## config.mk

```make
export PLATFORM = sky130hd
export DESIGN_NAME = panel_cursor_flat
export DESIGN_NICKNAME = d
export VERILOG_FILES = /design/src/rtl/panel_pkg.sv /design/src/rtl/panel_cursor_if.sv /design/src/rtl/key_repeat.sv /design/src/rtl/panel_cursor.sv /design/src/flat_wrapper.sv
export SDC_FILE = /design/constraint.sdc
export NUM_CORES = 1
export LEC_CHECK = 0
export ABC_AREA = 1
export CAP_MARGIN = 25
export CORE_ASPECT_RATIO = 1.25
export CORE_MARGIN = 1
export CORE_UTILIZATION = 60
export CTS_CLUSTER_DIAMETER = 150
export CTS_CLUSTER_SIZE = 28
export DETAILED_ROUTE_END_ITERATION = 10
export PLACE_DENSITY = 0.85
export SETUP_SLACK_MARGIN = 0.1
export SLEW_MARGIN = 20
export SYNTH_ARGS = -nofsm -noshare
export SYNTH_HDL_FRONTEND = slang
export SYNTH_HIERARCHICAL = 1
export SYNTH_SLANG_ARGS = --single-unit
export TNS_END_PERCENT = 1
```

## constraint.sdc

```tcl
create_clock -name clk -period 3.04 [get_ports clk]
set_input_delay 0.608 -clock clk [delete_from_list [all_inputs] [get_ports clk]]
set_output_delay 0.608 -clock clk [all_outputs]
set_load 0.005 [all_outputs]
```

## src/rtl/panel_pkg.sv

```systemverilog
// Shared definitions for the front-panel cursor controller.
//   - PS/2 scancode constants for the keys the panel reacts to
//   - switch action encoding driven onto cursor_action
//   - auto-repeat FSM state type
//   - packed view of the 11-bit ps2_key word
package panel_pkg;

  localparam logic [7:0] SC_UP    = 8'h75;
  localparam logic [7:0] SC_DOWN  = 8'h72;
  localparam logic [7:0] SC_LEFT  = 8'h6B;
  localparam logic [7:0] SC_RIGHT = 8'h74;
  localparam logic [7:0] SC_HOME  = 8'h6C;
  localparam logic [7:0] SC_0     = 8'h45;
  localparam logic [7:0] SC_1     = 8'h16;
  localparam logic [7:0] SC_2     = 8'h1E;

  typedef enum logic [1:0] {
    ACT_OFF  = 2'd0,
    ACT_UP   = 2'd1,
    ACT_DOWN = 2'd2,
    ACT_SEL  = 2'd3
  } action_e;

  typedef enum logic [1:0] {
    RPT_IDLE   = 2'd0,
    RPT_DELAY  = 2'd1,
    RPT_REPEAT = 2'd2
  } rpt_state_e;

  // Bit layout of ps2_key: [10] toggle, [9] make, [8] extended, [7:0] code.
  typedef struct packed {
    logic       toggle;
    logic       make;
    logic       ext;
    logic [7:0] code;
  } ps2_key_t;

  // The four arrow keys repeat; Home moves but never repeats.
  function automatic logic is_arrow(input logic [7:0] code);
    return (code == SC_UP) || (code == SC_DOWN) ||
           (code == SC_LEFT) || (code == SC_RIGHT);
  endfunction

endpackage

```

## src/rtl/panel_cursor_if.sv

```systemverilog
// Key-event in / cursor-out bundle of the panel cursor controller.
//   ps2_key        : 11-bit PS/2 event word from the keyboard decoder
//   cursor_index   : row*COLS + col of the cursor
//   cursor_action  : switch action (off/up/down/select)
//   action_strobe  : one-cycle pulse on every cursor/action write
// master = keyboard side (drives ps2_key), slave = panel_cursor.
interface panel_cursor_if #(
  parameter int IDX_W = 5
);
  logic [10:0]      ps2_key;
  logic [IDX_W-1:0] cursor_index;
  logic [1:0]       cursor_action;
  logic             action_strobe;

  modport master (
    output ps2_key,
    input  cursor_index,
    input  cursor_action,
    input  action_strobe
  );

  modport slave (
    input  ps2_key,
    output cursor_index,
    output cursor_action,
    output action_strobe
  );
endinterface

```

## src/rtl/key_repeat.sv

```systemverilog
// Typematic auto-repeat for held arrow keys.
//   clk, reset : system clock, asynchronous active-low reset
//   arm        : arrow make seen; store key and (re)start the initial delay
//   key        : scancode stored on arm
//   cancel     : break of the stored key; stop repeating
//   tick       : one-cycle request to apply one repeat move of stored_key
//   stored_key : scancode currently being repeated
// Tick rises on the cycle the counter has run down to zero in DELAY or
// REPEAT, so the first repeat lands REPEAT_DELAY+1 cycles after the arm
// and the following ones every REPEAT_RATE+1 cycles.
module key_repeat
  import panel_pkg::*;
#(
  parameter int REPEAT_DELAY = 25_000_000,
  parameter int REPEAT_RATE  = 2_500_000
) (
  input  logic       clk,
  input  logic       reset,
  input  logic       arm,
  input  logic [7:0] key,
  input  logic       cancel,
  output logic       tick,
  output logic [7:0] stored_key
);

  localparam int CNT_MAX = (REPEAT_DELAY > REPEAT_RATE) ? REPEAT_DELAY : REPEAT_RATE;
  localparam int CNT_W   = $clog2(CNT_MAX) + 1;

  rpt_state_e       state_q;
  logic [CNT_W-1:0] cnt_q;
  logic [7:0]       key_q;

  // Decode of registered state only, so tick is glitch-free.
  assign tick       = (state_q != RPT_IDLE) && (cnt_q == '0);
  assign stored_key = key_q;

  // NOTE: sequential state uses non-blocking assignments so every register
  // samples the pre-edge values, independent of statement order.
  always_ff @(posedge clk or negedge reset) begin
    if (!reset) begin
      state_q <= RPT_IDLE;
      cnt_q   <= '0;
      key_q   <= '0;
    end else if (arm) begin
      // A new arrow make always restarts the initial delay, from any state.
      state_q <= RPT_DELAY;
      cnt_q   <= CNT_W'(REPEAT_DELAY);
      key_q   <= key;
    end else if (cancel) begin
      state_q <= RPT_IDLE;
      cnt_q   <= '0;
    end else begin
      case (state_q)
        RPT_DELAY: begin
          if (cnt_q == '0) begin
            state_q <= RPT_REPEAT;
            cnt_q   <= CNT_W'(REPEAT_RATE);
          end else begin
            cnt_q <= cnt_q - CNT_W'(1);
          end
        end
        RPT_REPEAT: begin
          if (cnt_q == '0) begin
            cnt_q <= CNT_W'(REPEAT_RATE);
          end else begin
            cnt_q <= cnt_q - CNT_W'(1);
          end
        end
        default: begin
          state_q <= RPT_IDLE;
        end
      endcase
    end
  end

endmodule

```

## src/rtl/panel_cursor.sv

```systemverilog
// Keyboard cursor controller for the front-panel switch grid.
//   clk, reset : system clock, asynchronous active-low reset
//   bus        : panel_cursor_if slave
//                ps2_key in; cursor_index, cursor_action, action_strobe out
// ps2_key is registered once; a change of its toggle bit against the
// previous registered value is one event. Arrow/Home makes (extended)
// move the cursor and select; digit makes (non-extended) set the action;
// breaks of 1/2 on a momentary index release the switch. Held arrows
// repeat through key_repeat; a key event on the same cycle as a repeat
// tick wins and the tick is dropped.
module panel_cursor
  import panel_pkg::*;
#(
  parameter int          ROWS           = 2,
  parameter int          COLS           = 16,
  parameter int          LAST_COLS      = 9,
  parameter int          IDX_W          = 5,
  parameter logic [31:0] MOMENTARY_MASK = 32'h007C_0000,
  parameter bit          WRAP           = 1'b1,
  parameter int          REPEAT_DELAY   = 25_000_000,
  parameter int          REPEAT_RATE    = 2_500_000
) (
  input  logic           clk,
  input  logic           reset,
  panel_cursor_if.slave  bus
);

  localparam int ROW_W = (ROWS > 1) ? $clog2(ROWS) : 1;
  localparam int COL_W = (COLS > 1) ? $clog2(COLS) : 1;

  ps2_key_t         key_q;
  logic             toggle_prev_q;
  logic [ROW_W-1:0] row_q, row_n;
  logic [COL_W-1:0] col_q, col_n;
  logic [IDX_W-1:0] idx_q, idx_n;
  action_e          act_q, act_n;
  logic             strobe_q, write_n;

  logic             key_event;
  logic             do_move;
  logic [7:0]       move_key;
  logic             momentary;
  logic [31:0]      mask_shift;
  logic             rpt_arm, rpt_cancel, rpt_tick;
  logic [7:0]       rpt_key;

  // Highest column index of a given row; the last row may be shorter.
  function automatic logic [COL_W-1:0] max_col(input logic [ROW_W-1:0] r);
    return (r == ROW_W'(ROWS - 1)) ? COL_W'(LAST_COLS - 1) : COL_W'(COLS - 1);
  endfunction

  assign key_event = key_q.toggle ^ toggle_prev_q;

  // Indices beyond the 32-bit mask shift to zero and count as latching.
  assign mask_shift = MOMENTARY_MASK >> idx_q;
  assign momentary  = mask_shift[0];

  assign rpt_arm    = key_event && key_q.make && key_q.ext && is_arrow(key_q.code);
  assign rpt_cancel = key_event && !key_q.make && key_q.ext && (key_q.code == rpt_key);

  key_repeat #(
    .REPEAT_DELAY (REPEAT_DELAY),
    .REPEAT_RATE  (REPEAT_RATE)
  ) u_key_repeat (
    .clk        (clk),
    .reset      (reset),
    .arm        (rpt_arm),
    .key        (key_q.code),
    .cancel     (rpt_cancel),
    .tick       (rpt_tick),
    .stored_key (rpt_key)
  );

  // NOTE: every variable assigned here gets a default first, so no path
  // leaves one unassigned and no latch is inferred.
  always_comb begin
    row_n    = row_q;
    col_n    = col_q;
    act_n    = act_q;
    write_n  = 1'b0;
    do_move  = 1'b0;
    move_key = 8'h00;

    if (key_event) begin
      if (key_q.make) begin
        if (key_q.ext) begin
          if (is_arrow(key_q.code) || (key_q.code == SC_HOME)) begin
            do_move  = 1'b1;
            move_key = key_q.code;
          end
        end else begin
          case (key_q.code)
            SC_0: begin act_n = ACT_OFF;  write_n = 1'b1; end
            SC_1: begin act_n = ACT_UP;   write_n = 1'b1; end
            SC_2: begin act_n = ACT_DOWN; write_n = 1'b1; end
            default: ;
          endcase
        end
      end else if (!key_q.ext && momentary &&
                   ((key_q.code == SC_1) || (key_q.code == SC_2))) begin
        act_n   = ACT_OFF;
        write_n = 1'b1;
      end
    end else if (rpt_tick) begin
      do_move  = 1'b1;
      move_key = rpt_key;
    end

    if (do_move) begin
      act_n   = ACT_SEL;
      write_n = 1'b1;
      case (move_key)
        SC_UP: begin
          if (row_q != '0) row_n = row_q - ROW_W'(1);
          if (col_q > max_col(row_n)) col_n = max_col(row_n);
        end
        SC_DOWN: begin
          if (row_q != ROW_W'(ROWS - 1)) row_n = row_q + ROW_W'(1);
          if (col_q > max_col(row_n)) col_n = max_col(row_n);
        end
        SC_LEFT: begin
          if (col_q == '0) col_n = WRAP ? max_col(row_q) : '0;
          else             col_n = col_q - COL_W'(1);
        end
        SC_RIGHT: begin
          if (col_q >= max_col(row_q)) col_n = WRAP ? '0 : max_col(row_q);
          else                         col_n = col_q + COL_W'(1);
        end
        SC_HOME: begin
          row_n = '0;
          col_n = '0;
        end
        default: ;
      endcase
    end

    idx_n = IDX_W'(int'(row_n) * COLS + int'(col_n));
  end

  always_ff @(posedge clk or negedge reset) begin
    if (!reset) begin
      key_q         <= '0;
      toggle_prev_q <= 1'b0;
      row_q         <= '0;
      col_q         <= '0;
      idx_q         <= '0;
      act_q         <= ACT_OFF;
      strobe_q      <= 1'b0;
    end else begin
      key_q         <= ps2_key_t'(bus.ps2_key);
      toggle_prev_q <= key_q.toggle;
      strobe_q      <= write_n;
      if (write_n) begin
        row_q <= row_n;
        col_q <= col_n;
        idx_q <= idx_n;
        act_q <= act_n;
      end
    end
  end

  assign bus.cursor_index  = idx_q;
  assign bus.cursor_action = act_q;
  assign bus.action_strobe = strobe_q;

endmodule

```

## src/flat_wrapper.sv

```systemverilog
// flat-port wrapper written by rule: the top's interface ports become plain ports
module panel_cursor_flat import panel_pkg::*;
#(
  parameter int          ROWS           = 2,
  parameter int          COLS           = 16,
  parameter int          LAST_COLS      = 9,
  parameter int          IDX_W          = 5,
  parameter logic [31:0] MOMENTARY_MASK = 32'h007C_0000,
  parameter bit          WRAP           = 1'b1,
  parameter int          REPEAT_DELAY   = 25_000_000,
  parameter int          REPEAT_RATE    = 2_500_000
)
  (clk, reset, bus_ps2_key, bus_cursor_index, bus_cursor_action, bus_action_strobe);
  panel_cursor_if #(.IDX_W(IDX_W)) bus_i ();
  input  logic clk;
  input  logic reset;
  input wire logic [$bits(bus_i.ps2_key)-1:0] bus_ps2_key;
  output wire logic [$bits(bus_i.cursor_index)-1:0] bus_cursor_index;
  output wire logic [$bits(bus_i.cursor_action)-1:0] bus_cursor_action;
  output wire logic [$bits(bus_i.action_strobe)-1:0] bus_action_strobe;
  assign bus_i.ps2_key = bus_ps2_key;
  assign bus_cursor_index = bus_i.cursor_index;
  assign bus_cursor_action = bus_i.cursor_action;
  assign bus_action_strobe = bus_i.action_strobe;
  panel_cursor #(.ROWS(ROWS), .COLS(COLS), .LAST_COLS(LAST_COLS), .IDX_W(IDX_W), .MOMENTARY_MASK(MOMENTARY_MASK), .WRAP(WRAP), .REPEAT_DELAY(REPEAT_DELAY), .REPEAT_RATE(REPEAT_RATE)) u_core (.clk(clk), .reset(reset), .bus(bus_i));
endmodule
```

==> metrics.txt <==
# TYPE chip_impl_metric gauge
chip_impl_metric{name="syn-num-nets",unit=""} 545
chip_impl_metric{name="postSynth.asyncResetShare",unit=""} 1.00
chip_impl_metric{name="layout_min_cycle_time",unit="ns"} 2.63
chip_impl_metric{name="synth_largest_type_area_fraction",unit=""} 0.375
chip_impl_metric{name="nets",unit=""} 569
chip_impl_info{name="startpoint_class",value="flip-flop"} 1
chip_impl_metric{name="remaining_antenna_violation_count_after_routing",unit=""} 0
chip_impl_info{name="post_synth_main_area_contributors",value="dfrtp_1 (38%), nand2_1 (15%), nor2_1 (8.5%)"} 1
chip_impl_info{name="rr_endpoint",value="u_core/col_q[0]"} 1
chip_impl_metric{name="p_comb_frac",unit=""} 0.428
chip_impl_metric{name="cts_resized",unit=""} 0
chip_impl_metric{name="worst-r2r-setup-slack",unit="ns"} 0.41
chip_impl_metric{name="fp.dieH",unit="um"} 90.2
chip_impl_metric{name="rows",unit=""} 31
chip_impl_info{name="timing.critical_path.to_type",value="flip-flop"} 1
chip_impl_metric{name="timing.final.crit_share",unit=""} 0.864
chip_impl_info{name="clock_tree_from_tritoncts",value="yes"} 1
chip_impl_metric{name="synth_cell_type_count",unit=""} 42
chip_impl_metric{name="synth.cell_area",unit="mm2"} 0.00373
chip_impl_metric{name="maxSlewHeadroom",unit=""} 0.639
chip_impl_metric{name="detailedRoute.firstPassIterationCount",unit=""} 5
chip_impl_metric{name="postSynthRegisterBits",unit=""} 56
chip_impl_metric{name="clock_power_share",unit=""} 0.192
chip_impl_metric{name="timing.final.setup_violations",unit=""} 0
chip_impl_metric{name="antenna_found_initial",unit=""} 0
chip_impl_metric{name="finalMaxSlewViolations",unit=""} 0
chip_impl_metric{name="routed_wirelength",unit="um"} 8440
chip_impl_metric{name="routed_via_density",unit=""} 5.45
chip_impl_metric{name="cts_max_path_buffers",unit=""} 2
chip_impl_metric{name="worst_r2r_path_cells",unit=""} 19
chip_impl_metric{name="first_iter_violations",unit=""} 161
chip_impl_metric{name="num_antenna_cells",unit=""} 0
chip_impl_metric{name="timing.clock.skew",unit="ns"} 0.0112
chip_impl_metric{name="powerDensity",unit="mW/mm2"} 646
chip_impl_info{name="critical_setup_path_class",value="reg2reg"} 1
chip_impl_metric{name="final.hold.worst_slack",unit="ns"} 0.188
chip_impl_metric{name="cts.htree.levels",unit=""} 2
chip_impl_metric{name="cts_made_buffers",unit=""} 5
chip_impl_metric{name="power_leakage",unit="nW"} 2.13
chip_impl_metric{name="power.sequential.fraction",unit=""} 0.380
chip_impl_metric{name="via_count_of_the_routed_design",unit=""} 3435
chip_impl_metric{name="post-cts-setup-buffers",unit=""} 0
chip_impl_metric{name="io_pins",unit=""} 21
chip_impl_metric{name="route.detailed.drc",unit=""} 0
chip_impl_info{name="worst_hold_path_type",value="in2async"} 1
chip_impl_metric{name="port_buffers",unit=""} 20
chip_impl_metric{name="p_sw_frac",unit=""} 0.423
chip_impl_info{name="synth_flop_cell",value="dfrtp_1"} 1
chip_impl_metric{name="internal_power",unit="W"} 0.00154
chip_impl_metric{name="critPathRequiredTime",unit="ns"} 3.29
chip_impl_metric{name="gp_routability_congestion",unit=""} 0.912
chip_impl_metric{name="grt.overflow.total",unit=""} 0
chip_impl_metric{name="cts_sinks",unit=""} 56
chip_impl_metric{name="worst_pin_slew",unit="ns"} 0.540
chip_impl_metric{name="placed_area",unit="mm2"} 0.00401
chip_impl_info{name="grt_setup_unrepaired",value="false"} 1
chip_impl_metric{name="wl_per_cell",unit="um"} 13.4
chip_impl_metric{name="fin_setup_tns",unit="ns"} 0
chip_impl_metric{name="clk_transition_reported_paths",unit="ns"} 0.10
chip_impl_metric{name="first_global_vias",unit=""} 3352
chip_impl_metric{name="worst_ep_arrival_time",unit="ns"} 2.88
chip_impl_info{name="worstReg2RegStart",value="u_core/u_key_repeat/cnt_q[0]"} 1
chip_impl_metric{name="areaGrowthSynthToFinish",unit="%"} 10.8
chip_impl_metric{name="core-area",unit="mm2"} 0.00590
chip_impl_metric{name="maxClockFrequency",unit="MHz"} 381
chip_impl_metric{name="hold_violations",unit=""} 0
chip_impl_metric{name="maxCapViolations",unit=""} 0
chip_impl_metric{name="ys_warns",unit=""} 6
chip_impl_info{name="cell_at_the_root_of_the_clock_tree",value="clkbuf_8"} 1
chip_impl_metric{name="grt_first_pass_wirelength",unit="um"} 14500
chip_impl_metric{name="maximum_number_of_pins_on_one_net_before_global_route_repair",unit=""} 22
chip_impl_metric{name="die_w",unit="um"} 72.5
chip_impl_metric{name="post_syn_area_per_cell",unit="um2"} 7.14
chip_impl_metric{name="ys_seq_area_frac",unit=""} 0.375
chip_impl_metric{name="grt_use_total",unit=""} 0.282
chip_impl_metric{name="num-fill-cells",unit=""} 486
chip_impl_metric{name="worst_ir_drop_on_vdd",unit="mV"} 0.509
chip_impl_metric{name="synth_enable_flop_cells",unit=""} 0
chip_impl_metric{name="final_layout_size_suffix_gt1_frac",unit=""} 0.124
chip_impl_metric{name="worstPathMaxFanout",unit=""} 9
chip_impl_metric{name="initial_cell_density_of_the_core",unit=""} 0.633
chip_impl_metric{name="design_area",unit="mm2"} 0.00414
chip_impl_metric{name="cts-hold-fix-buffers",unit=""} 0
chip_impl_metric{name="post-dp-hpwl",unit="um"} 6600
chip_impl_info{name="synth_area_leader_cell",value="dfrtp_1"} 1
chip_impl_metric{name="syn-instance-count",unit=""} 523
chip_impl_metric{name="floorplan.die_area",unit="mm2"} 0.00654
chip_impl_metric{name="clkLatencyLatePin",unit="ns"} 0.32
chip_impl_info{name="run_status",value="finished, final reports clean"} 1
chip_impl_metric{name="net_load_switching_power",unit="W"} 0.00113
[sequential cells by signal, indices dropped and copies added (netlist names)]
signal and count:
u_core/u_key_repeat/cnt_q 26, u_core/key_q 11, u_core/u_key_repeat/stored_key 8, u_core/col_q 3, u_core/bus.cursor_action 2, u_core/u_key_repeat/state_q 2
u_core/bus.action_strobe 1, u_core/bus.cursor_index 1, u_core/row_q 1, u_core/toggle_prev_q 1
[power by group through the flow]
stage	combinational, W	sequential (W)	clock, W
final	0.00114	0.00102	0.000513
after global routing	0.00130	0.00103	0.000557
after CTS	0.00114	0.00101	0.000525
after detailed placement	0.00113	0.00103	0
after global placement	0.00109	0.00102	0
after floorplan	0.000913	0.000988	0
[Yosys cell counts (10+ instances only)]
library cell and n:
nand2_2 13, nor2_1 85, inv_1 56, o21ai_0 13, a21oi_1 19, nand2_1 147, xor2_1 10, nor2_2 14
dfrtp_1 56, nand3_1 21
[cells by family after synthesis]
group / after synthesis / synth area share
AO/OA/AOI/OAI: 60 / 0.101
XOR/XNOR: 18 / 0.0422
adder cells (fa/ha/maj): 9 / 0.0302
buffers and inverters: 71 / 0.0784
flip-flops: 56 / 0.375
AND/OR/NAND/NOR: 309 / 0.373
[worst max-delay path, stage by stage, from the launching register on]
cell	delay, ns
dfrtp_1	0.41
inv_1	0.08
ha_1	0.18
nand2_2	0.10
nor2_8	0.20
inv_4	0.07
nor2_4	0.13
nand2_4	0.08
nor2_1	0.14
o21ai_1	0.12
inv_1	0.15
nand2_1	0.08
a21boi_2	0.16
nand2_1	0.13
nor2_1	0.06
nand2_1	0.07
nand3_2	0.10
o21bai_4	0.15
nand2_1	0.08
nand2_1	0.06
[worst max path at each step]
stage / from / depth (start not counted) / end / slack (ns)
3_5_place_dp: u_core/u_key_repeat/cnt_q[0] / 19 / u_core/col_q[2] / 0.40
5_1_grt: u_core/u_key_repeat/cnt_q[0] / 19 / u_core/col_q[0] / 0.14
6_report: u_core/u_key_repeat/cnt_q[0] / 19 / u_core/col_q[0] / 0.41
3_3_place_gp: u_core/u_key_repeat/cnt_q[0] / 19 / u_core/bus.cursor_index[3] / 0.53
4_1_cts: u_core/u_key_repeat/cnt_q[0] / 19 / u_core/col_q[2] / 0.37
2_1_floorplan: u_core/u_key_repeat/cnt_q[0] / 19 / u_core/col_q[0] / 0.70
[cell usage in the layout, fill, tap and decap left out, types with 9 or more instances in the layout]
master,Yosys,layout
nand4_1,9,9
nor2_2,14,14
nor2_1,85,85
xor2_1,10,10
nand3_1,21,21
o21ai_1,9,10
clkdlybuf4s50_1,0,19
a21oi_1,19,19
o21ai_0,13,12
dfrtp_1,56,56
nand2_1,147,147
nand2_2,13,13
ha_1,9,9
inv_1,56,56
[layer usage]
metal	track usage	part of all wire	vias up
li1	-	-	1698
met1	0.320	0.39	1609
met2	0.497	0.54	110
met3	0.0381	0.039	18
met4	0.158	0.027	0
met5	0	0	-
[through the flow]
| stage | std cells | worst slack, ns | power, W | utilization |
|---|---|---|---|---|
| final | 630 | 0.414 | 0.00267 | 0.701 |
| after floorplan | 523 | 0.700 | 0.00190 | - |
| after detailed placement | 622 | 0.400 | 0.00216 | 0.681 |
| after global routing | 630 | 0.135 | 0.00289 | 0.701 |
| after global placement | 622 | 0.534 | 0.00211 | 0.681 |
| after CTS | 630 | 0.369 | 0.00268 | 0.701 |
[cell type report]
class | count | area (um2) | share of cell area
clock buffers | 6 | 82.6 | 0.0200
clock inverters | 2 | 38.8 | 0.00938
inverters | 63 | 239 | 0.0578
multi-input cells | 396 | 2040 | 0.493
flip-flops and latches | 56 | 1400 | 0.339
well taps | 82 | 103 | 0.0248
repair buffers | 25 | 233 | 0.0563
Note: power is estimated with default switching activity, not from simulation.
